===== config.mk =====
export PLATFORM = sky130hd
export DESIGN_NAME = sdram_port_arbiter_flat
export DESIGN_NICKNAME = d
export VERILOG_FILES = /design/src/rtl/sdram_port_arbiter_if.sv /design/src/rtl/sdram_port_arbiter.sv /design/src/flat_wrapper.sv
export SDC_FILE = /design/constraint.sdc
export NUM_CORES = 1
export LEC_CHECK = 0
export CORE_ASPECT_RATIO = 0.75
export CORE_UTILIZATION = 27
export DETAILED_ROUTE_END_ITERATION = 10
export HOLD_SLACK_MARGIN = 0.1
export PLACE_DENSITY = 0.95
export RECOVER_POWER = 50
export SYNTH_ARGS = -nofsm -noshare
export SYNTH_HDL_FRONTEND = slang
export SYNTH_SLANG_ARGS = --single-unit

===== constraint.sdc =====
create_clock -name sdram_clk -period 2.6 [get_ports sdram_clk]
set_clock_uncertainty 0.05 [all_clocks]
set_input_delay 0.52 -clock sdram_clk [delete_from_list [all_inputs] [get_ports sdram_clk]]
set_output_delay 0.52 -clock sdram_clk [all_outputs]
set_load 0.005 [all_outputs]

===== src/rtl/sdram_port_arbiter_if.sv =====
// sdram_port_arbiter_if: port-engine and controller-side bus bundle for the SDRAM port arbiter
interface sdram_port_arbiter_if #(
    parameter int NUM_PORTS = 2
);
    logic [NUM_PORTS-1:0][31:0] p_adr_i;
    logic [NUM_PORTS-1:0][15:0] p_dat_i;
    logic [NUM_PORTS-1:0][1:0]  p_sel_i;
    logic [NUM_PORTS-1:0]       p_acc_i;
    logic [NUM_PORTS-1:0]       p_we_i;
    logic [NUM_PORTS-1:0]       p_ack_o;
    logic [15:0]                p_dat_o;
    logic [31:0]                adr_o;
    logic [15:0]                dat_o;
    logic [1:0]                 sel_o;
    logic                       acc_o;
    logic                       we_o;
    logic                       ack_i;
    logic [15:0]                dat_i;

    modport slave (
        input  p_adr_i, p_dat_i, p_sel_i, p_acc_i, p_we_i, ack_i, dat_i,
        output p_ack_o, p_dat_o, adr_o, dat_o, sel_o, acc_o, we_o
    );

    modport master (
        output p_adr_i, p_dat_i, p_sel_i, p_acc_i, p_we_i, ack_i, dat_i,
        input  p_ack_o, p_dat_o, adr_o, dat_o, sel_o, acc_o, we_o
    );
endinterface


===== src/rtl/sdram_port_arbiter.sv =====
// sdram_port_arbiter: round-robin owner selection for the SDRAM controller, grant held across short acc gaps
module sdram_port_arbiter #(
    parameter int NUM_PORTS   = 2,
    parameter int RELEASE_DLY = 4
) (
    input  logic                  sdram_clk,
    input  logic                  sdram_rst_n,
    sdram_port_arbiter_if.slave   bus,
    output logic [NUM_PORTS-1:0]  grant_o,
    output logic                  proto_err_o
);
    localparam int IW = (NUM_PORTS > 1) ? $clog2(NUM_PORTS) : 1;
    localparam int CW = $clog2(RELEASE_DLY + 1);

    typedef enum logic [1:0] {IDLE, OWNED, HOLD} state_t;

    state_t               state_q, state_d;
    logic [IW-1:0]        owner_q, owner_d, last_q, last_d, pick, k;
    logic [CW-1:0]        cnt_q, cnt_d;
    logic [NUM_PORTS-1:0] grant_q, grant_d;
    logic                 err_q, err_d;
    logic                 owned;

    // round-robin pick: scan downward so the nearest requester after last_q wins
    always_comb begin
        pick = last_q;
        k    = last_q;
        for (int i = NUM_PORTS; i >= 1; i--) begin
            k = IW'((int'(last_q) + i) % NUM_PORTS);
            if (bus.p_acc_i[k]) pick = k;
        end
    end

    // next-state: ownership only changes in IDLE; HOLD counts the owner's acc gap
    always_comb begin
        state_d = state_q;
        owner_d = owner_q;
        last_d  = last_q;
        cnt_d   = cnt_q;
        grant_d = grant_q;
        err_d   = (state_q == IDLE) && bus.ack_i;
        case (state_q)
            IDLE: if (|bus.p_acc_i) begin
                state_d = OWNED;
                owner_d = pick;
                grant_d = NUM_PORTS'(1) << pick;
            end
            OWNED: if (!bus.p_acc_i[owner_q]) begin
                state_d = HOLD;
                cnt_d   = CW'(1);
            end
            HOLD: if (bus.p_acc_i[owner_q]) begin
                state_d = OWNED;
                cnt_d   = '0;
            end else if (cnt_q == CW'(RELEASE_DLY)) begin
                state_d = IDLE;
                last_d  = owner_q;
                grant_d = '0;
                cnt_d   = '0;
            end else begin
                cnt_d = cnt_q + 1'b1;
            end
            default: state_d = IDLE;
        endcase
    end

    // state register with synchronous active-low reset; port 0 wins first after reset
    always_ff @(posedge sdram_clk) begin
        if (!sdram_rst_n) begin
            state_q <= IDLE;
            owner_q <= '0;
            last_q  <= IW'(NUM_PORTS - 1);
            cnt_q   <= '0;
            grant_q <= '0;
            err_q   <= 1'b0;
        end else begin
            state_q <= state_d;
            owner_q <= owner_d;
            last_q  <= last_d;
            cnt_q   <= cnt_d;
            grant_q <= grant_d;
            err_q   <= err_d;
        end
    end

    // owner's signals pass straight through; everything is zero with no owner
    always_comb begin
        owned       = state_q != IDLE;
        bus.adr_o   = owned ? bus.p_adr_i[owner_q] : '0;
        bus.dat_o   = owned ? bus.p_dat_i[owner_q] : '0;
        bus.sel_o   = owned ? bus.p_sel_i[owner_q] : '0;
        bus.we_o    = owned && bus.p_we_i[owner_q];
        bus.acc_o   = owned && bus.p_acc_i[owner_q];
        bus.p_ack_o = (owned && bus.ack_i) ? grant_q : '0;
        bus.p_dat_o = bus.dat_i;
        grant_o     = grant_q;
        proto_err_o = err_q;
    end
endmodule

===== src/flat_wrapper.sv =====
// flat-port wrapper written by rule: the top's interface ports become plain ports
module sdram_port_arbiter_flat 
#(
    parameter int NUM_PORTS   = 2,
    parameter int RELEASE_DLY = 4
)
  (sdram_clk, sdram_rst_n, grant_o, proto_err_o, bus_p_adr_i, bus_p_dat_i, bus_p_sel_i, bus_p_acc_i, bus_p_we_i, bus_ack_i, bus_dat_i, bus_p_ack_o, bus_p_dat_o, bus_adr_o, bus_dat_o, bus_sel_o, bus_acc_o, bus_we_o);
  sdram_port_arbiter_if #(.NUM_PORTS(NUM_PORTS)) bus_i ();
  input  logic sdram_clk;
  input  logic sdram_rst_n;
  output logic [NUM_PORTS-1:0] grant_o;
  output logic proto_err_o;
  input wire logic [$bits(bus_i.p_adr_i)-1:0] bus_p_adr_i;
  input wire logic [$bits(bus_i.p_dat_i)-1:0] bus_p_dat_i;
  input wire logic [$bits(bus_i.p_sel_i)-1:0] bus_p_sel_i;
  input wire logic [$bits(bus_i.p_acc_i)-1:0] bus_p_acc_i;
  input wire logic [$bits(bus_i.p_we_i)-1:0] bus_p_we_i;
  input wire logic [$bits(bus_i.ack_i)-1:0] bus_ack_i;
  input wire logic [$bits(bus_i.dat_i)-1:0] bus_dat_i;
  output wire logic [$bits(bus_i.p_ack_o)-1:0] bus_p_ack_o;
  output wire logic [$bits(bus_i.p_dat_o)-1:0] bus_p_dat_o;
  output wire logic [$bits(bus_i.adr_o)-1:0] bus_adr_o;
  output wire logic [$bits(bus_i.dat_o)-1:0] bus_dat_o;
  output wire logic [$bits(bus_i.sel_o)-1:0] bus_sel_o;
  output wire logic [$bits(bus_i.acc_o)-1:0] bus_acc_o;
  output wire logic [$bits(bus_i.we_o)-1:0] bus_we_o;
  assign bus_i.p_adr_i = bus_p_adr_i;
  assign bus_i.p_dat_i = bus_p_dat_i;
  assign bus_i.p_sel_i = bus_p_sel_i;
  assign bus_i.p_acc_i = bus_p_acc_i;
  assign bus_i.p_we_i = bus_p_we_i;
  assign bus_i.ack_i = bus_ack_i;
  assign bus_i.dat_i = bus_dat_i;
  assign bus_p_ack_o = bus_i.p_ack_o;
  assign bus_p_dat_o = bus_i.p_dat_o;
  assign bus_adr_o = bus_i.adr_o;
  assign bus_dat_o = bus_i.dat_o;
  assign bus_sel_o = bus_i.sel_o;
  assign bus_acc_o = bus_i.acc_o;
  assign bus_we_o = bus_i.we_o;
  sdram_port_arbiter #(.NUM_PORTS(NUM_PORTS), .RELEASE_DLY(RELEASE_DLY)) u_core (.sdram_clk(sdram_clk), .sdram_rst_n(sdram_rst_n), .bus(bus_i), .grant_o(grant_o), .proto_err_o(proto_err_o));
endmodule

==> results of run 1 <==
cells by family after synthesis:
family,count (synthesis),share of synthesized area
adders and majority gates,2,0.0173
and+or+nand+nor,78,0.232
muxes,54,0.378
DFF,10,0.139
buffers and inverters,38,0.156
AOI/OAI and AO/OA,16,0.0772
cell usage after synthesis, drive strengths merged (3+ instances only):
master	instances
nor2	57
and3	5
mux2i	53
inv	7
a21oi	4
nand2	7
clkbuf	3
dfxtp	10
buf	28
where the power goes:
group | internal, mW | total [mW] | leakage, nW | switching (mW)
clock network | 0.100 | 0.150 | 0.0216 | 0.0494
logic | 0.338 | 0.517 | 1.05 | 0.179
registers | 0.163 | 0.175 | 0.0823 | 0.0121
layout make-up:
cell class / instances / area (µm²) / share of cell area
tap: 72 / 90.1 / 0.0296
clock buffer: 3 / 41.3 / 0.0136
multi-input combinational: 150 / 1020 / 0.334
sequential: 10 / 201 / 0.0662
inverter: 7 / 26.3 / 0.00864
timing repair buffer: 168 / 1670 / 0.548
metal layers:
metal,share of wire,global-route usage,vias up
li1,-,-,937
met1,0.36,0.199,848
met2,0.51,0.354,116
met3,0.10,0.0603,10
met4,0.022,0.0729,0
met5,0,0,-
worst min-delay path by stage:
| stage | start | end | slack, ns | depth (start not counted) |
|---|---|---|---|---|
| 2_1_floorplan | u_core.grant_o[0] | u_core.grant_o[0] | 0.41 | 2 |
| 3_3_place_gp | u_core.grant_o[0] | u_core.grant_o[0] | 0.42 | 2 |
| 3_5_place_dp | u_core.grant_o[0] | u_core.grant_o[0] | 0.41 | 2 |
| 4_1_cts | u_core.grant_o[0] | u_core.grant_o[0] | 0.42 | 2 |
| 5_1_grt | u_core.grant_o[0] | u_core.grant_o[0] | 0.48 | 2 |
| 6_report | u_core.grant_o[0] | u_core.grant_o[0] | 0.42 | 2 |
state kept, by name, summed over array words and instances (netlist names):
name and flops:
u_core.proto_err_o 1, u_core.state_q 2, u_core.grant_o 2, u_core.last_q 1, u_core.owner_q 1, u_core.cnt_q 3
critical path, cell delays in order:
cell	delay [ns]
clkdlybuf4s50_1	0.50
mux2i_1	0.37
nor2_1	0.07
clkdlybuf4s50_1	0.45
==> impl_metrics.toml, run 1 <==
[run_status]
outcome = "completed"

[floorplanning]
io_pins = 196
dieArea_um2 = 5640
die_x_um = 86.4
initial_core_util = 0.288
core_area_um2 = 5010
row_count = 22
die_y_um = 65.3

[layout]
final_cell_mix = "clkdlybuf4s50_1 (148), nor2_1 (56), mux2i_1 (53)"
final_common_cell = "clkdlybuf4s50_1"
drive_gt1_frac = 0.0355
area_growth_pct = 111
fin_cells = 410
final_area_um2 = 3040
antennaDiodeCount = 0
utilization = 0.607
layout.nets = 465
nFillCells = 441

[critical_path]
crit_end = "bus_acc_o"
endpoint_kind = "output pin"
crit_required_ns = 2.03
rrSetupSlack_ns = 0.75
worst-setup-path-type = "in2out"
worstSetupStartpointType = "primary input"
rr_startpoint = "u_core.owner_q"
cp.arrival_ns = 1.91
path_max_fanout = 6
timing.rr.end = "u_core.grant_o[1]"
ff2ff_path_depth = 4
crit_start = "bus_p_acc_i[0]"

[sta]
fin_ws_ns = 0.116
fin_tns_setup_ns = 0
fmax_mhz = 403
fin_crit_sh = 0.955
hold_viol = 0
hold_ws_ns = 0.420
worstMarginPinSlew_ns = 0.394
rsz0062_at_grt = "no"
post-route-min-period_ns = 2.48
setup_viol = 0
slew_headroom = 0.730
drv_slew = 0

[synth]
synth_top_area_cell = "mux2i_1"
synth_enable_flop_cells = 0
netlist.area_leader.share = 0.368
syn_area_per_cell_um2 = 7.29
syn_nets = 323
ys.flop_type = "dfxtp_1"
netlist_instances = 198
synthDistinctLibCells = 32
seq_area_frac_synth = 0.139
synthTopCellsByArea = "mux2i_1 (37%), nor2_1 (15%), dfxtp_1 (14%), buf_4 (8.3%), buf_2 (3.8%)"
async_reset_ff_frac = 0
synth_warnings = 0
ys_ff_latch = 10
syn-cell-area_um2 = 1440

[placement]
dpl_cell_area_um2 = 3010
dp_hpwl_um = 4770
io_buffers = 163
dp.cells = 407
dp_slack_ns = 0.152
gp_routability_congestion = 0.858

[detailed_routing]
post_drt_wl_per_cell_um = 13.9
vias = 1911
drc = 0
routed_wl_um = 5680
drt-pass1-iter-count = 4
routed_via_density = 4.66
drtIter0Drc = 147
detail-route-antenna-nets = 0

[flow_run]
drv_cap = 0

[global_routing]
grt_max_degree = 35
grt_first_pass_wirelength_um = 8400
antenna_found_initial = 0
overflow = 0
grt_pass1_vias = 1826
gr-usage-all-layers = 0.190

[clocking]
cts_setup_buffers = 0
clock_path_buffers = 2
ctsHtreeMaxLevel = 1
cts_hold_buf = 0
root_buffer = "clkbuf_8"
numCtsBuffers = 3
cts.sinks = 10
clk_latency_ns = 0.23
cts_tree = "built"
cts.clk_slew.worst_paths_ns = 0.04
cts_resized = 0

[power_and_ir_drop]
ir_drop_uv = 134
finalPower_uw = 842
p_per_area_nw_per_um2 = 277
p_leak_nw = 1.16

[min_path]
hp-class = "reg2reg"
Power figures use the tool's default switching activity.
==> run 2: changes to the inputs <==
--- a/config.mk
+++ b/config.mk
@@ -6,6 +6,7 @@
 export NUM_CORES = 1
 export LEC_CHECK = 0
 export CORE_ASPECT_RATIO = 0.75
+export CORE_MARGIN = 2
 export CORE_UTILIZATION = 27
 export DETAILED_ROUTE_END_ITERATION = 10
 export HOLD_SLACK_MARGIN = 0.1
==> run 2 against run 1 <==
Sequential power hardly changed; power rose by 5.5%; first-iteration DRC count down 74%; combinational power is 1% higher; largest power group unchanged; setup slack worse by 0.050 ns; sequential cell count stayed put; die area increased by 5.4%; critical path depth unchanged.
==> impl_metrics.toml, run 2 (synthesis results as in run 1) <==
[placement]
dpl_cell_area_um2 = 3040
dp.cells = 410
io_buffers = 163
dp_slack_ns = 0.121
dp_hpwl_um = 4820
gp_routability_congestion = 0.882

[critical_path]
cp.arrival_ns = 1.96
ff2ff_path_depth = 4
path_max_fanout = 5
endpoint_kind = "output pin"
worstSetupStartpointType = "primary input"
crit_required_ns = 2.03
worst-setup-path-type = "in2out"

[clocking]
cts_setup_buffers = 0
numCtsBuffers = 3
ctsHtreeMaxLevel = 1
clk_latency_ns = 0.23
cts.sinks = 10
cts_hold_buf = 0
cts_tree = "built"
root_buffer = "clkbuf_8"
cts_resized = 0
cts.clk_slew.worst_paths_ns = 0.05
clock_path_buffers = 2

[sta]
setup_viol = 0
hold_viol = 0
post-route-min-period_ns = 2.53
slew_headroom = 0.705
fin_tns_setup_ns = 0
worstMarginPinSlew_ns = 0.439
fin_crit_sh = 0.975
rsz0062_at_grt = "no"
fmax_mhz = 395
fin_ws_ns = 0.0663
drv_slew = 0

[power_and_ir_drop]
sw_frac_of_total = 0.282
p_per_area_nw_per_um2 = 288
ir_drop_uv = 135
clkPwrFrac = 0.214
switchingPower_uw = 251
internal-power_uw = 637
finalPower_uw = 888
p_leak_nw = 1.16
pwr-share-comb = 0.590
p_seq_frac = 0.196

[detailed_routing]
drc = 0
routed_via_density = 4.55
drt-pass1-iter-count = 4
routed_wl_um = 5740
drtIter0Drc = 38
detail-route-antenna-nets = 0
vias = 1883
post_drt_wl_per_cell_um = 13.9

[layout]
nFillCells = 461
final_common_cell = "clkdlybuf4s50_1"
drive_gt1_frac = 0.0354
final_cell_mix = "clkdlybuf4s50_1 (147), nor2_1 (56), mux2i_1 (53)"
final_area_um2 = 3080
antennaDiodeCount = 0
regMostFlops = "u_core.cnt_q"
layout.nets = 465
fin_cells = 414
largest_reg_flops = 3
area_growth_pct = 114

[global_routing]
grt_first_pass_wirelength_um = 7910
grt_max_degree = 40
antenna_found_initial = 0
grt_pass1_vias = 1667
gr-usage-all-layers = 0.167
overflow = 0

[floorplanning]
dieArea_um2 = 5950
die_x_um = 88.4
die_y_um = 67.3
row_count = 23
core_area_um2 = 5240
initial_core_util = 0.275
io_pins = 196

[min_path]
min_path_cells = 2
hp-class = "reg2reg"

[flow_run]
drv_cap = 0

[run_status]
outcome = "completed"
-- run 2: cell types whose count changed in the layout (fill, tap and decap cells not counted), sizes merged --
cell,before,now
clkbuf,4,6
clkdlybuf4s50,148,147
buf,4,3
dlygate4sd3,15,16
-- run 2: final timing paths --
check             slack, ns                end              start
hold / removal         0.44  u_core.grant_o[1]  u_core.grant_o[1]
setup reg to reg       0.82  u_core.grant_o[0]     u_core.owner_q
setup / recovery       0.07          bus_acc_o     bus_p_acc_i[0]
hold reg to reg        0.44  u_core.grant_o[1]  u_core.grant_o[1]
-- run 2: per-stage QoR --
stage,util,hold slack (ns)
CTS,0.591,0.446
detailed placement,0.581,0.437
global route,0.588,0.483
global placement,0.581,0.408
floorplan,-,0.410
finish,0.588,0.444
-- run 2: worst max-delay path, stage by stage --
cell and delay (ns):
dlygate4sd3_1 0.55, mux2i_1 0.33, nor2_1 0.08, clkdlybuf4s50_1 0.47
-- run 2: cell type report --
class                   instances  area (µm²)  share of cell area
repair buffers                168        1690               0.548
multi-input cells             150        1020               0.330
flip-flops and latches         10         201              0.0654
well taps                      75        93.8              0.0305
clock buffers                   4        55.1              0.0179
inverters                       7        26.3             0.00853
-- run 2: metal layers --
layer | global-route usage | up-vias | part of all wire | wire length, µm
li1 | - | 938 | - | -
met1 | 0.188 | 837 | 0.38 | 2150
met2 | 0.311 | 106 | 0.52 | 2960
met3 | 0.0550 | 2 | 0.10 | 591
met4 | 0.0284 | 0 | 0.0051 | 29
met5 | 0 | - | 0 | 0
-- run 2: power groups by stage --
stage,clock network [mW],logic [mW],registers [mW]
2_1_floorplan,0,0.213,0.169
3_3_place_gp,0,0.525,0.176
3_5_place_dp,0,0.537,0.177
4_1_cts,0.196,0.539,0.175
5_1_grt,0.205,0.566,0.176
6_report,0.190,0.524,0.174
